## config.mk

```make
export PLATFORM = sky130hd
export DESIGN_NAME = prince_sbox_layer_sched
export DESIGN_NICKNAME = d
export VERILOG_FILES = /design/src/rtl/prince_sbox_layer_sched.sv
export SDC_FILE = /design/constraint.sdc
export NUM_CORES = 1
export LEC_CHECK = 0
export CAP_MARGIN = 20
export CORE_MARGIN = 8
export CORE_UTILIZATION = 45
export DETAILED_ROUTE_END_ITERATION = 6
export GPL_TIMING_DRIVEN = 1
export PLACE_DENSITY = 0.77
export SYNTH_ARGS = -nofsm -noshare
export SYNTH_HDL_FRONTEND = slang
export SYNTH_SLANG_ARGS = --single-unit
```

## constraint.sdc

```tcl
create_clock -name clk -period 11.2 [get_ports clk]
set_clock_uncertainty 0.1 [all_clocks]
set_input_delay 1.12 -clock clk [delete_from_list [all_inputs] [get_ports clk]]
set_output_delay 1.12 -clock clk [all_outputs]
set_load 0.005 [all_outputs]
```

## src/rtl/prince_sbox_layer_sched.sv

```systemverilog
// -----------------------------------------------------------------------------
// prince_sbox_layer_sched
//
// Nibble-serial scheduler for one 3-share masked PRINCE S-box core. It captures
// three input shares, feeds the core one share-triple nibble per enabled cycle,
// follows the core's register stages with a valid shift register, and collects
// the returned nibbles into three output shares. The whole pipeline freezes on
// cycles without fresh randomness, so no nibble is ever lost or duplicated.
// Shares are never combined here. Each share has its own registers and its own
// nibble mux.
//
// Ports
//   clk, rst                    clock, asynchronous active-high reset
//   start                       single-cycle request, honoured only in IDLE
//   state_in_s0..s2   [W-1:0]   input shares, captured on an accepted start
//   state_out_s0..s2  [W-1:0]   output shares, registered
//   busy                        high in RUN and DRAIN
//   done                        one-cycle registered pulse after the last store
//   core_x_s0..s2     [3:0]     nibble shares driven into the core
//   core_y_s0..s2     [3:0]     nibble shares returned by the core
//   core_en                     advance enable for every core register stage
//   rnd_req                     fresh-mask request, high in RUN and DRAIN
//   rnd_valid                   fresh masks are available this cycle
// -----------------------------------------------------------------------------
module prince_sbox_layer_sched #(
    parameter int NIBBLES  = 16,
    parameter int SBOX_LAT = 2
) (
    input  logic                   clk,
    input  logic                   rst,
    input  logic                   start,
    input  logic [4*NIBBLES-1:0]   state_in_s0,
    input  logic [4*NIBBLES-1:0]   state_in_s1,
    input  logic [4*NIBBLES-1:0]   state_in_s2,
    output logic [4*NIBBLES-1:0]   state_out_s0,
    output logic [4*NIBBLES-1:0]   state_out_s1,
    output logic [4*NIBBLES-1:0]   state_out_s2,
    output logic                   busy,
    output logic                   done,
    output logic [3:0]             core_x_s0,
    output logic [3:0]             core_x_s1,
    output logic [3:0]             core_x_s2,
    input  logic [3:0]             core_y_s0,
    input  logic [3:0]             core_y_s1,
    input  logic [3:0]             core_y_s2,
    output logic                   core_en,
    output logic                   rnd_req,
    input  logic                   rnd_valid
);

    localparam int W  = 4 * NIBBLES;
    localparam int IW = $clog2(NIBBLES);
    localparam logic [IW-1:0] LAST_IDX = IW'(NIBBLES - 1);

    typedef enum logic [1:0] {
        ST_IDLE  = 2'd0,
        ST_RUN   = 2'd1,
        ST_DRAIN = 2'd2,
        ST_DONE  = 2'd3
    } state_t;

    state_t                state_q, state_d;
    logic [IW-1:0]         issue_idx_q, issue_idx_d;
    logic [IW-1:0]         retire_idx_q, retire_idx_d;
    logic [SBOX_LAT-1:0]   vld_q, vld_d;
    logic [W-1:0]          in_s0_q, in_s0_d;
    logic [W-1:0]          in_s1_q, in_s1_d;
    logic [W-1:0]          in_s2_q, in_s2_d;
    logic [W-1:0]          out_s0_q, out_s0_d;
    logic [W-1:0]          out_s1_q, out_s1_d;
    logic [W-1:0]          out_s2_q, out_s2_d;
    logic                  done_q, done_d;

    logic                  active_s;
    logic                  en_s;
    logic                  issue_fire_s;
    logic                  retire_fire_s;
    logic                  last_retire_s;

    // Enable qualification: nothing moves on a cycle without fresh masks.
    always_comb begin
        active_s      = (state_q == ST_RUN) || (state_q == ST_DRAIN);
        en_s          = active_s & rnd_valid;
        issue_fire_s  = en_s & (state_q == ST_RUN);
        retire_fire_s = en_s & vld_q[SBOX_LAT-1];
        last_retire_s = retire_fire_s & (retire_idx_q == LAST_IDX);
    end

    // FSM state register.
    always_ff @(posedge clk or posedge rst) begin
        if (rst) begin
            state_q <= ST_IDLE;
        end else begin
            state_q <= state_d;
        end
    end

    // FSM next-state logic.
    always_comb begin
        state_d = state_q;
        case (state_q)
            ST_IDLE: begin
                if (start) begin
                    state_d = ST_RUN;
                end else begin
                    state_d = ST_IDLE;
                end
            end
            ST_RUN: begin
                if (issue_fire_s && (issue_idx_q == LAST_IDX)) begin
                    state_d = ST_DRAIN;
                end else begin
                    state_d = ST_RUN;
                end
            end
            ST_DRAIN: begin
                if (last_retire_s) begin
                    state_d = ST_DONE;
                end else begin
                    state_d = ST_DRAIN;
                end
            end
            ST_DONE: begin
                state_d = ST_IDLE;
            end
            default: begin
                state_d = ST_IDLE;
            end
        endcase
    end

    // FSM outputs: status, enable and the per-share nibble muxes.
    always_comb begin
        busy    = active_s;
        rnd_req = active_s;
        core_en = en_s;
        case (state_q)
            ST_RUN: begin
                core_x_s0 = in_s0_q[{issue_idx_q, 2'b00} +: 4];
                core_x_s1 = in_s1_q[{issue_idx_q, 2'b00} +: 4];
                core_x_s2 = in_s2_q[{issue_idx_q, 2'b00} +: 4];
            end
            default: begin
                core_x_s0 = 4'h0;
                core_x_s1 = 4'h0;
                core_x_s2 = 4'h0;
            end
        endcase
    end

    // Datapath next-state: share capture, issue/retire indices, valid shift
    // and nibble write-back into the output shares.
    always_comb begin
        issue_idx_d  = issue_idx_q;
        retire_idx_d = retire_idx_q;
        vld_d        = vld_q;
        in_s0_d      = in_s0_q;
        in_s1_d      = in_s1_q;
        in_s2_d      = in_s2_q;
        out_s0_d     = out_s0_q;
        out_s1_d     = out_s1_q;
        out_s2_d     = out_s2_q;
        done_d       = last_retire_s;
        if ((state_q == ST_IDLE) && start) begin
            in_s0_d      = state_in_s0;
            in_s1_d      = state_in_s1;
            in_s2_d      = state_in_s2;
            issue_idx_d  = {IW{1'b0}};
            retire_idx_d = {IW{1'b0}};
            vld_d        = {SBOX_LAT{1'b0}};
        end else if (en_s) begin
            // vld tracks which core stages hold a live nibble; it shifts in
            // lock-step with the core registers so retire aligns with core_y.
            for (int j = SBOX_LAT - 1; j > 0; j--) begin
                vld_d[j] = vld_q[j-1];
            end
            vld_d[0] = issue_fire_s;
            if (issue_fire_s) begin
                issue_idx_d = issue_idx_q + IW'(1);
            end else begin
                issue_idx_d = issue_idx_q;
            end
            if (retire_fire_s) begin
                out_s0_d[{retire_idx_q, 2'b00} +: 4] = core_y_s0;
                out_s1_d[{retire_idx_q, 2'b00} +: 4] = core_y_s1;
                out_s2_d[{retire_idx_q, 2'b00} +: 4] = core_y_s2;
                retire_idx_d = retire_idx_q + IW'(1);
            end else begin
                retire_idx_d = retire_idx_q;
            end
        end else begin
            vld_d = vld_q;
        end
    end

    // Datapath registers.
    always_ff @(posedge clk or posedge rst) begin
        if (rst) begin
            issue_idx_q  <= {IW{1'b0}};
            retire_idx_q <= {IW{1'b0}};
            vld_q        <= {SBOX_LAT{1'b0}};
            in_s0_q      <= {W{1'b0}};
            in_s1_q      <= {W{1'b0}};
            in_s2_q      <= {W{1'b0}};
            out_s0_q     <= {W{1'b0}};
            out_s1_q     <= {W{1'b0}};
            out_s2_q     <= {W{1'b0}};
            done_q       <= 1'b0;
        end else begin
            issue_idx_q  <= issue_idx_d;
            retire_idx_q <= retire_idx_d;
            vld_q        <= vld_d;
            in_s0_q      <= in_s0_d;
            in_s1_q      <= in_s1_d;
            in_s2_q      <= in_s2_d;
            out_s0_q     <= out_s0_d;
            out_s1_q     <= out_s1_d;
            out_s2_q     <= out_s2_d;
            done_q       <= done_d;
        end
    end

    assign state_out_s0 = out_s0_q;
    assign state_out_s1 = out_s1_q;
    assign state_out_s2 = out_s2_q;
    assign done         = done_q;

endmodule

```

# [Word-level counts from Yosys, hierarchy flattened]
# Index checks and enable logic that the tools add are counted.
[word_totals] output_inout_bits=208 in_bits=208 ff_bits=397
[classes] bitwise=5 muxes=18 addsub=3 eq_ne=5 reduce_logical=10 shifts=7
[ops] cell="$bwmux W64" n=3
[ops] cell="$shiftx A4 B8 Y64" n=3
[ops] cell="$shiftx A64 B7 Y4" n=3
[ops] cell="$shift A4 B8 Y64 const A" n=1
[ops] cell="$mux W4" n=9
[ops] cell="$add A4 B1 Y4 const B" n=2
[ops] cell="$eq A4 B4 Y1 const B" n=2
[ops] cell="$neg A6 Y8" n=1
[ops] cell="$pmux W2 S4" n=1
[ops] cell="$mux W2" n=3
[ops] cell="$reduce_bool A2 Y1" n=3
[ops] cell="$and A1 B1 Y1" n=4
[ops] cell="$eq A2 B2 Y1 const B" n=2
[ops] cell="$reduce_and A2 Y1" n=2
[ops] cell="$reduce_and A3 Y1" n=1
[ops] cell="$eq A2 B1 Y1 const B" n=1
[ops] cell="$logic_and A1 B1 Y1" n=2
[ops] cell="$logic_not A2 Y1" n=1
[ops] cell="$mux W1" n=2
[ops] cell="$logic_or A1 B1 Y1" n=1
[ops] cell="$not A1 Y1" n=1

# [Longest topological paths before layout]
# Gate-level depths: netlist of the first run.
[logic_depth] word_depth=7 ltp_mapped=10 mapped_depth_nobuf=6

# [Worst setup path before layout of the first run]
# OpenSTA, ideal clock, no wires.
[synth_path] kind="reg-to-output" start="register issue_idx_q[1]" end="output port core_x_s1[0]" stages_incl_launch_ff=7 n_path_buf=2 arrival_ns=1.860 t_required_ns=9.980 setup_slack_ns=8.120 cell_sequence="dfrtp_1 clkbuf_1 clkbuf_1 mux2i_1 a22oi_1 a22o_1 a221o_1"
[synth_via] elab_chain_len=2
[synth_rtl] item="start: declaration" line="63" source="logic [IW-1:0] issue_idx_q, issue_idx_d;"
[synth_rtl] item="start signal: assignment" line="199" source="issue_idx_q <= {IW{1'b0}};"
[synth_rtl] item="start signal: assignment" line="210" source="issue_idx_q <= issue_idx_d;"
[synth_rtl] item="$shiftx A64 B7 Y4" line="140" source="core_x_s1 = in_s1_q[{issue_idx_q, 2'b00} +: 4];"
[synth_rtl] item="$mux W4" line="137" source="case (state_q)"
[synth_rtl] item="end: declaration" line="41" source="output logic [3:0] core_x_s1,"
# No other way between the ends.

# [Worst setup path in the final report of the first run]
# Same ends and word-level chain as after synthesis.

==> results of run 1 <==
==> per-layer routing <==
| layer | up-vias | GRT usage, % | share of wire (%) |
|---|---|---|---|
| li1 | 5908 | - | - |
| met1 | 6401 | 28.3 | 41 |
| met2 | 516 | 37.2 | 48 |
| met3 | 75 | 5.70 | 8.3 |
| met4 | 2 | 6.20 | 2.4 |
| met5 | - | 0 | 0.024 |
==> sequential cells by signal, indices dropped and copies added (netlist names), named ones only <==
signal / cells
state_out_s1: 64
done: 1
vld_q: 2
in_s0_q: 64
state_q: 1
in_s1_q: 64
issue_idx_q: 4
state_out_s2: 64
in_s2_q: 64
state_out_s0: 64
retire_idx_q: 4
==> where the power goes <==
group          switching (W)  internal [W]
Clock               0.000568      0.000836
Sequential                 0       0.00143
Combinational      0.0000541     0.0000671
==> through the flow <==
| stage | power (W) | worst slack (ps) |
|---|---|---|
| floorplan | 0.00149 | 4640 |
| global placement | 0.00158 | 6730 |
| detailed placement | 0.00158 | 6650 |
| CTS | 0.00299 | 6420 |
| global route | 0.00305 | 6320 |
| finish | 0.00296 | 6500 |
==> worst max-delay path, delay by kind of cell, from the launching register on <==
| kind | cells | cell delay, ps |
|---|---|---|
| DFF | 1 | 720 |
| muxes | 1 | 260 |
| buffers and inverters | 2 | 1110 |
| AOI/OAI and AO/OA | 3 | 830 |
==> cells in the mapped netlist (all sizes together), types with 2 or more instances <==
| library cell | number |
|---|---|
| nor4b | 2 |
| o21ai | 8 |
| nand4 | 4 |
| xnor2 | 4 |
| o31ai | 2 |
| a2111oi | 4 |
| a21oi | 11 |
| and3 | 18 |
| a22o | 5 |
| o41ai | 4 |
| buf | 35 |
| mux4 | 31 |
| xor2 | 4 |
| a211oi | 10 |
| nand2 | 600 |
| o221ai | 4 |
| nor3b | 2 |
| nand3 | 6 |
| a22oi | 5 |
| or3 | 2 |
| ha | 8 |
| nor2 | 14 |
| nor3 | 13 |
| nand2b | 3 |
| mux2 | 191 |
| clkbuf | 69 |
| mux2i | 19 |
| and2 | 17 |
| dfrtp | 397 |
| a221o | 7 |
| inv | 11 |
| or3b | 2 |
| nor2b | 31 |
==> final timing paths <==
| path | end | start | depth (start not counted) | slack (ps) |
|---|---|---|---|---|
| max in group asynchronous | in_s2_q[63] | rst | 5 | 8070 |
| min in group asynchronous | in_s2_q[7] | rst | 2 | 770 |
| min reg2reg | in_s0_q[40] | in_s0_q[40] | 2 | 370 |
| min | in_s0_q[40] | in_s0_q[40] | 2 | 370 |
| max | core_x_s1[0] | issue_idx_q[1] | 6 | 6500 |
| max reg2reg | state_out_s2[11] | retire_idx_q[0] | 5 | 7780 |
==> area by class of cell <==
| class | instances | area, µm² | share of cell area [%] |
|---|---|---|---|
| Clock buffer | 54 | 1180 | 5.09 |
| Inverter | 11 | 45.0 | 0.195 |
| Tap cell | 511 | 639 | 2.76 |
| Clock inverter | 20 | 220 | 0.951 |
| Sequential cell | 397 | 9940 | 42.9 |
| Timing Repair Buffer | 434 | 4360 | 18.8 |
| Multi-Input combinational cell | 1043 | 6770 | 29.2 |
==> logic make-up after synthesis <==
logic type	share of synthesized area, %
multiplexers	17.9
buffers and inverters	2.96
AND/OR/NAND/NOR	17.3
AO/OA/AOI/OAI	2.93
adder cells (fa/ha/maj)	0.583
flip-flops	57.9
XOR/XNOR	0.408
==> results.py, run 1 <==
metrics = {
    "cts": {
        "cts_tree": "yes",
        "cts_buffers": 42,
        "cts_resized": 0,
        "cts-root-buf": "clkbuf_16",
        "cts_sinks": 397,
        "clock_latency_ps": 530,
        "clk_pin_slew_ps": 60,
        "cts_max_level": 2,
        "clockBufferDepth": 3,
        "postCtsSetupBuffers": 0,
        "cts_hold_buf": 0,
    },
    "global_route": {
        "antenna_found_initial": 1,
        "grt_max_degree": 176,
        "grt_use_total_pct": 22.2,
        "grt_pass1_vias": 13600,
        "grt_pass1_wl_mm": 78.3,
        "gr-total-overflow": 0,
    },
    "worst_hold_path": {
        "hp-class": "register to register",
    },
    "synthesis": {
        "ys_seq_area_share_pct": 57.9,
        "syn_avg_cell_area_um2": 11.0,
        "ys_async_sr_fraction_pct": 100,
        "synth.ff_latch_count": 397,
        "yosys_warnings": 0,
        "synth_cell_types": 52,
        "syn_nets": 1771,
        "netlist_area_um2": 17200,
        "synthTopCellsByArea": "dfrtp_1, nand2_1, mux2_2",
        "ys.flop_type": "dfrtp_1",
        "netlist_instances": 1555,
        "synth_top_area_cell": "dfrtp_1",
        "synth_edf_count": 0,
        "synth_top_area_share_pct": 57.9,
    },
    "critical_path": {
        "worstPathCellList": "buf_4, mux2i_1, a22oi_1, a22o_1, a221o_1, clkdlybuf4s50_1",
        "crit_type": "register to output pin",
        "end_kind": "output pin",
        "cp_max_fo": 45,
        "critPathSlowestCell": "dfrtp_4",
        "cpPeakStageDelay_ps": 720,
        "cp.required_ps": 9980,
        "arrival_ps": 3480,
        "critPathLaunchType": "register",
    },
    "timing": {
        "rsz0062_at_grt": "false",
        "setup_violations": 0,
        "slew_viol_final": 0,
        "worst_pin_slew_ps": 1130,
        "fmax_mhz": 213,
        "fin_hold_ws_ps": 369,
        "fin_crit_sh_pct": 42.0,
        "hold_viol_final": 0,
        "tns_ps": 0,
        "max_slew_margin_pct": 23.9,
        "post-route-min-period_ps": 4700,
    },
    "finish": {
        "finish.utilization_pct": 61.6,
        "syn2layout_area_growth_pct": 34.9,
        "n_antenna_cell": 0,
        "num-nets-final": 2145,
        "drive_gt1_share_pct": 16.7,
        "layout_commonest_cell": "nand2_1",
        "fin_cells": 2470,
        "fill_cells": 2970,
        "final_cell_mix": "nand2_1, clkdlybuf4s50_1, dfrtp_1",
        "final_cell_area_um2": 23100,
    },
    "run_status": {
        "status": "completed",
    },
    "pwr": {
        "powerDensity_nw_per_um2": 128,
        "peakVddDrop_mv": 0.113,
        "p_leak_nw": 11.4,
    },
    "placement": {
        "postPlaceCellArea_um2": 21700,
        "globalplace.congestion": 0.832,
        "port-buffer-count": 415,
        "dp_cells": 2392,
        "hpwl_mm": 36.2,
    },
    "floorplan": {
        "rows": 71,
        "core_area_um2": 37600,
        "initial_core_util_pct": 45.7,
        "boundaryPins": 416,
        "die_w_um": 211,
        "die_height_um": 211,
        "dieArea_um2": 44600,
    },
    "route": {
        "first_pass_iters": 5,
        "drt-total-wl_mm": 50.5,
        "drc_errors": 0,
        "num_vias": 12900,
        "detail_route.iter0.violations": 753,
        "via_per_inst": 5.22,
        "ant_nets": 0,
        "avgRoutedWirePerCell_um": 20.4,
    },
    "run": {
        "max-cap-violations": 0,
    },
}
Power figures use the tool's default switching activity.
==> run 2: changes to the inputs <==
==> constraint.sdc (replaced) <==
create_clock -name clk -period 3.79 [get_ports clk]
set_clock_uncertainty 0.1 [all_clocks]
set_input_delay 0.379 -clock clk [delete_from_list [all_inputs] [get_ports clk]]
set_output_delay 0.379 -clock clk [all_outputs]
set_load 0.005 [all_outputs]
==> results.py, run 2 (synthesized netlist as in run 1, its figures left out) <==
metrics = {
    "run_status": {
        "status": "completed",
    },
    "route": {
        "drt-total-wl_mm": 52.7,
        "detail_route.iter0.violations": 893,
        "via_per_inst": 5.32,
        "first_pass_iters": 5,
        "drc_errors": 0,
        "ant_nets": 0,
        "num_vias": 13300,
        "avgRoutedWirePerCell_um": 21.2,
    },
    "cts": {
        "clk_pin_slew_ps": 60,
        "clockBufferDepth": 3,
        "cts_max_level": 2,
        "cts_buffers": 40,
        "clock_latency_ps": 540,
        "cts-root-buf": "clkbuf_16",
        "cts_sinks": 397,
        "cts_tree": "yes",
        "cts_hold_buf": 0,
    },
    "pwr": {
        "p_leak_nw": 11.5,
        "powerDensity_nw_per_um2": 373,
        "peakVddDrop_mv": 0.264,
        "power_w": 0.00870,
    },
    "run": {
        "max-cap-violations": 0,
    },
    "global_route": {
        "gr-total-overflow": 0,
        "grt_max_degree": 90,
        "grt_pass1_vias": 13900,
        "antenna_found_initial": 4,
        "grt_use_total_pct": 23.3,
        "grt_pass1_wl_mm": 81.3,
    },
    "floorplan": {
        "core_area_um2": 37600,
        "boundaryPins": 416,
        "die_height_um": 211,
        "die_w_um": 211,
        "dieArea_um2": 44600,
        "rows": 71,
        "initial_core_util_pct": 45.7,
    },
    "timing": {
        "worst_pin_slew_ps": 955,
        "setup_violations": 0,
        "max_slew_margin_pct": 36.3,
        "hold_viol_final": 0,
        "fin_hold_ws_ps": 243,
        "slew_viol_final": 0,
        "rsz0062_at_grt": "false",
        "post-route-min-period_ps": 3560,
        "fin_crit_sh_pct": 93.8,
        "fmax_mhz": 281,
    },
    "finish": {
        "multi_input_comb_area_um2": 6770,
        "layout_commonest_cell": "nand2_1",
        "drive_gt1_share_pct": 17.5,
        "fin_cells": 2489,
        "num-nets-final": 2164,
        "syn2layout_area_growth_pct": 36.0,
        "fill_cells": 2932,
        "finish.utilization_pct": 62.1,
        "final_cell_mix": "nand2_1, clkdlybuf4s50_1, dfrtp_1",
        "seq_area_um2": 9940,
    },
    "critical_path": {
        "end_kind": "output pin",
        "critPathSlowestCell": "nor2b_1",
        "critPathLaunchType": "register",
        "arrival_ps": 3080,
        "cp.required_ps": 3310,
        "cpPeakStageDelay_ps": 620,
        "cp_max_fo": 7,
        "crit_type": "register to output pin",
        "worstPathCellList": "inv_1, ha_1, nor2b_1, o21ai_0, a21oi_1, o32a_1, clkdlybuf4s50_1",
    },
    "placement": {
        "port-buffer-count": 415,
        "dp_cells": 2417,
        "hpwl_mm": 39.4,
        "globalplace.congestion": 0.907,
    },
    "worst_hold_path": {
        "hp-class": "input port to asynchronous set/reset pin",
    },
}
-- run 2: cell count changes in the layout (fill, tap and decap cells not counted), sizes merged --
| cell | change |
|---|---|
| buf | +22 |
| clkbuf | -2 |
| inv | -2 |
| clkinvlp | -1 |
| diode | +3 |
| clkinv | -1 |
-- run 2: cell type report --
| type | instances | area share, % |
|---|---|---|
| multi-input combinational | 1043 | 29.0 |
| sequential | 397 | 42.6 |
| clock buffer | 53 | 5.02 |
| inverter | 11 | 0.193 |
| antenna | 3 | 0.0322 |
| tap | 511 | 2.74 |
| timing repair buffer | 455 | 19.6 |
| clock inverter | 16 | 0.863 |
-- run 2: critical path, delay by kind of cell (launching register included) --
kind	cells	cell delay [ps]
buffers and inverters	2	650
and+or+nand+nor	1	620
AOI/OAI and AO/OA	3	610
DFF	1	380
adders and majority gates	1	290
-- run 2: path summary, 6_finish.rpt --
check	slack (ps)	from	to	depth (start not counted)
worst max-delay path	230	register	core_x_s1[2]	7
worst min-delay path	240	rst	in_s2_q[2]	2
worst max register to register	970	state_q[0]	state_out_s2[40]	6
worst min register to register	370	in_s0_q[34]	in_s0_q[34]	2
max in group asynchronous	2320	rst	state_out_s1[44]	4
min in group clk	260	state_in_s1[40]	in_s1_q[40]	3
-- run 2: through the flow --
step / setup TNS, ps / area [µm²] / worst slack, ps
2_1_floorplan: -807020 / 17200 / -2030
3_3_place_gp: 0 / 22000 / 738
3_5_place_dp: 0 / 22000 / 702
4_1_cts: 0 / 23300 / 109
5_1_grt: 0 / 23300 / 65.8
6_report: 0 / 23300 / 234
-- run 2: repair_timing --
action                                  4_1_cts  5_1_grt
buffers inserted                              0        0
endpoints found under the setup margin        0        1
resized for setup                             0        1
-- run 2: where the power goes --
part | total [W] | internal [W] | switching, W
registers | 0.00424 | 0.00424 | 0
logic | 0.000372 | 0.000209 | 0.000164
clock network | 0.00409 | 0.00245 | 0.00164
-- run 2: per-layer routing --
metal	share of wire [%]	vias up	GRT usage (%)	wire length, µm
li1	-	5936	-	-
met1	40	6638	29.2	21200
met2	48	580	38.6	25200
met3	9.0	96	6.42	4760
met4	3.0	2	7.82	1580
met5	0.025	-	0	13
==> patch 1: new RTL, config.mk and constraints of run 1 <==
Change the parameter `NIBBLES` from 16 to 32.
--- a/src/rtl/prince_sbox_layer_sched.sv
+++ b/src/rtl/prince_sbox_layer_sched.sv
@@ -24,5 +24,5 @@
 // -----------------------------------------------------------------------------
 module prince_sbox_layer_sched #(
-    parameter int NIBBLES  = 16,
+    parameter int NIBBLES  = 32,
     parameter int SBOX_LAT = 2
 ) (
Interface: changed (6 resized); port bits go from 416 to 800. The function was not compared with the original's and may differ.
==> patch 1 against run 1 <==
Routed wire length rose by 130%; utilization fell by 0.27 points; die area rose by 90%; critical path type unchanged; sequential cell count rose by 386; setup slack got worse by 1.2 ns; cell area rose by 98%; critical path depth did not move; synthesized area rose by 98%; count of clock-buffer cells in the layout rose by 63; sequential share of layout area fell by 0.079 points; total power rose by 97%.
==> patch 1: results (changes against run 1) <==
Total CTS buffers - 83 (+98%)
Worst Path Max Fanout - 44 (-2.2%)
Vias in the first global route - 24900 (+84%)
Syn Nets - 2691 (+52%)
Sequential area share after synthesis - 57.6% (-0.25 points)
Gr usage total - 26.7% (+4.5 points)
Post-Route WL - 116000 um (+130%)
PostCTS Resize Cnt - 0 (unchanged)
RePlAce Congestion - 0.953 (+14%)
Commonest register cell after synthesis - dfrtp_1
Worst hold-check path type - reg2reg
Clock-pin slew on the worst setup and hold paths - 0.06 ns (about the same)
Largest stage delay, worst path - 0.78 ns (+0.06 ns)
First-pass GRT wire length - 170000 um (+120%)
Most area-consuming cells after synthesis - dfrtp_1 58%, mux2_2 24%, mux4_2 4.0%, mux2i_1 3.9%, buf_2 1.2%
Netlist cell types - 60 (+15%)
Uppermost layer routed - met5
Met2 wire length - 60000 um (+150%)
Initial antenna violation count - 43 (+42)
Delay-heaviest family, CP - buffers and inverters
DP Wirelength - 88300 um (+140%)
Synth cell count leaders - 783 x dfrtp_1, 717 x mux2_2, 132 x mux2i_1, 79 x buf_2, 61 x mux4_2
Port Buffers - 799 (+93%)
1st-pass router iterations - 5 (unchanged)
Outcome - finished clean
Skew-Pair Late Insertion Delay - 0.62 ns (+0.09 ns)
YS warnings - 0 (unchanged)
Slew HR - 22.3% (-1.6 points)
Layout cell share with drive strength beyond 1 - 32.0% (+15 points)
DRC violations left - 0 (unchanged)
VDD IR-drop max - 0.124 mV (+9.6%)
1st-iter DRT viols - 1212 (+61%)
Via count - 22900 (+78%)
Wire length on met3 - 8810 um (+110%)
Crit-path slowest cell - dfrtp_4
Root buffer cell - clkbuf_16
# nets final - 3457 (+61%)
M1 WL - 41700 um (+100%)
Post-CTS setup buffer count - 0 (unchanged)
CTS H-tree depth - 3 (+1)
Clock buffer depth - 3 (unchanged)
Pin count of the biggest net entering global routing - 183 (+4.0%)
Ys async rst share - 100% (unchanged)
Post-CTS Hold Buffers - 0 (unchanged)
Post-place setup slack - 5.81 ns (-0.834 ns)
Leakage - 21.3 nW (+87%)
patch 1: logic make-up (layout without fill, tap and decap cells):
group	Yosys count	count (layout)	synth area share [%]
other cells	0	27	0
buf+inv	214	1043	2.94
xor+xnor	8	8	0.206
flops	783	783	57.6
compound gates	128	128	3.35
simple gates	219	219	3.61
mux	913	913	31.8
fa+ha+maj	13	13	0.478
patch 1: final timing paths:
path / from / depth (start not counted) / slack, ns / end
min in group asynchronous: rst / 2 / 0.76 / state_out_s2[77]
worst max-delay path: issue_idx_q[0] / 6 / 5.29 / core_x_s0[0]
worst min-delay path: in_s0_q[104] / 1 / 0.40 / in_s0_q[104]
max in group asynchronous: rst / 4 / 7.92 / in_s0_q[62]
worst max register to register: retire_idx_q[0] / 6 / 7.12 / state_out_s1[125]
worst min register to register: in_s0_q[104] / 1 / 0.40 / in_s0_q[104]
patch 1: per-layer routing:
| metal | vias up | global-route usage (%) |
|---|---|---|
| met5 | - | 0 |
| met4 | 28 | 11.9 |
| met3 | 253 | 7.76 |
| met2 | 906 | 47.4 |
| met1 | 11900 | 29.6 |
| li1 | 9811 | - |
patch 1: where the power goes:
part / total [mW] / switching (mW) / internal, mW
combinational: 0.238 / 0.108 / 0.130
clock: 2.78 / 1.16 / 1.62
sequential: 2.83 / 0 / 2.83
patch 1: cell type report:
class	count	area (um2)
antenna	27	67.6
multi-input combinational	1281	13500
timing repair buffer	839	8410
clock buffer	117	2450
clock inverter	31	313
inverter	56	214
fill	5566	28800
sequential	783	19600
tap	969	1210
patch 1: worst register-to-register path, cell delays in order (launching register included):
cell	delay (ns)
dfrtp_1	0.92
inv_1	0.24
ha_1	0.38
xnor2_2	0.20
a2111oi_4	0.69
nand3_1	0.87
mux2_2	0.56
patch 1: stage by stage:
| step | hold WS, ns | cells | power [mW] | cell area, um2 |
|---|---|---|---|---|
| floorplan | 0.375 | 2278 | 2.93 | 34000 |
| CTS | 0.404 | 4071 | 5.89 | 45500 |
| detailed placement | 0.385 | 3923 | 3.12 | 42800 |
| global placement | 0.377 | 3921 | 3.11 | 42800 |
| finish | 0.401 | 4103 | 5.84 | 45700 |
| global route | 0.415 | 4091 | 6.03 | 45700 |
==> patch 2: new RTL, flow settings as in run 1 <==
Made on the original files. The output `done` loses its register stage (`done_q` becomes a continuous assignment).
--- a/src/rtl/prince_sbox_layer_sched.sv
+++ b/src/rtl/prince_sbox_layer_sched.sv
@@ -206,5 +206,4 @@
             out_s1_q     <= {W{1'b0}};
             out_s2_q     <= {W{1'b0}};
-            done_q       <= 1'b0;
         end else begin
             issue_idx_q  <= issue_idx_d;
@@ -217,7 +216,8 @@
             out_s1_q     <= out_s1_d;
             out_s2_q     <= out_s2_d;
-            done_q       <= done_d;
         end
     end
+
+    assign done_q = done_d;
 
     assign state_out_s0 = out_s0_q;
Check against the original RTL: same outputs for any inputs over 4 cycles, from zero or initial values and one cycle with rst high; that may be too few to reach the edited logic, so the function may still have changed.
==> patch 2 against run 1 <==
Sequential cell count shrank 1; cell area shrank 0.23%; critical path depth is the same; first-iteration DRC count grew 12%; setup slack lost 0.16 ns; highest routed layer unchanged; combinational power is essentially flat; total power grew 0.72%; critical endpoint is now core_x_s2[3]; largest power group unchanged; synthesized area shrank 0.15%; routed wire length grew 3.1%; global-route usage grew 0.83 points.
==> patch 2: results (changes against run 1) <==
R2R Path End - state_out_s2[57]
Leakage - 11.3 nW (-0.26%)
Via count - 12900 (+0.25%)
Largest stage delay, worst path - 0.62 ns (-0.10 ns)
Initial antenna violation count - 4 (+3)
Skew-Pair Late Insertion Delay - 0.56 ns (+0.03 ns)
Total CTS buffers - 43 (+2.4%)
Pin count of the biggest net entering global routing - 189 (+7.4%)
Critical Path End - core_x_s2[3]
Met2 wire length - 24800 um (+2.5%)
M1 WL - 21100 um (+1.6%)
GRT met1 Usage - 28.9% (+0.65 points)
Synth cell count leaders - 600 x nand2_1, 396 x dfrtp_1, 181 x mux2_2, 69 x clkbuf_1
Syn Nets - 1770 (-0.056%)
Register bit count reported by yosys - 396 (-0.25%)
DP Wirelength - 37400 um (+3.3%)
Gr usage total - 23.0% (+0.83 points)
Outcome - finished clean
Sequential area share after synthesis - 57.8% (-0.061 points)
GR Util met3 - 6.36% (+0.67 points)
Crit path from - issue_idx_q[0]
Critical Path AT - 3.65 ns (+0.17 ns)
Crit-path slowest cell - dfrtp_2
Slew HR - 19.2% (-4.7 points)
Post-Route WL - 52100 um (+3.1%)
VDD IR-drop max - 0.0992 mV (-12%)
Placed Instance Area - 21700 um2 (about the same)
Layout cell share with drive strength beyond 1 - 16.5% (-0.24 points)
Met2 usage - 37.8% (+0.62 points)
# nets final - 2143 (-0.093%)
[patch 2: kinds of logic after synthesis]
group           after synthesis  share of synthesized area [%]
simple gates                719                           17.3
xor+xnor                      8                          0.409
compound gates               67                           2.94
buf+inv                     115                           2.96
flops                       396                           57.8
mux                         241                           18.0
fa+ha+maj                     8                          0.584
[patch 2: worst min path at each step]
stage / to / slack, ns / start
after floorplan: in_s0_q[17] / 0.34 / in_s0_q[17]
after global placement: in_s2_q[21] / 0.35 / in_s2_q[21]
after detailed placement: in_s0_q[21] / 0.36 / in_s0_q[21]
after CTS: in_s0_q[21] / 0.37 / in_s0_q[21]
after global routing: in_s0_q[39] / 0.39 / in_s0_q[39]
final: in_s0_q[21] / 0.37 / in_s0_q[21]
[patch 2: report_power, final]
part	switching (mW)	leakage [nW]	total [mW]	internal [mW]
Combinational	0.0549	5.13	0.121	0.0661
Sequential	0	5.51	1.43	1.43
Clock	0.575	0.691	1.43	0.854
[patch 2: worst register-to-register path: stages, from the launching register on]
cell and delay (ns):
dfrtp_1 0.85, inv_1 0.14, ha_1 0.65, nand4_1 0.36
nor3_2 0.97, mux2_2 0.44
[patch 2: metrics by stage]
stage / setup slack, ns / std cells
after floorplan: 4.65 / 1554
after global routing: 6.12 / 2470
after CTS: 6.23 / 2467
after detailed placement: 6.83 / 2392
final: 6.33 / 2470
after global placement: 6.88 / 2391
[patch 2: final cells by class]
class | count | area [um2] | area share, %
timing repair buffer | 432 | 4300 | 18.6
sequential | 396 | 9910 | 42.9
tap | 511 | 639 | 2.77
antenna | 2 | 5.00 | 0.0217
clock inverter | 17 | 204 | 0.883
inverter | 11 | 45.0 | 0.195
multi-input combinational | 1043 | 6770 | 29.3
clock buffer | 58 | 1210 | 5.26
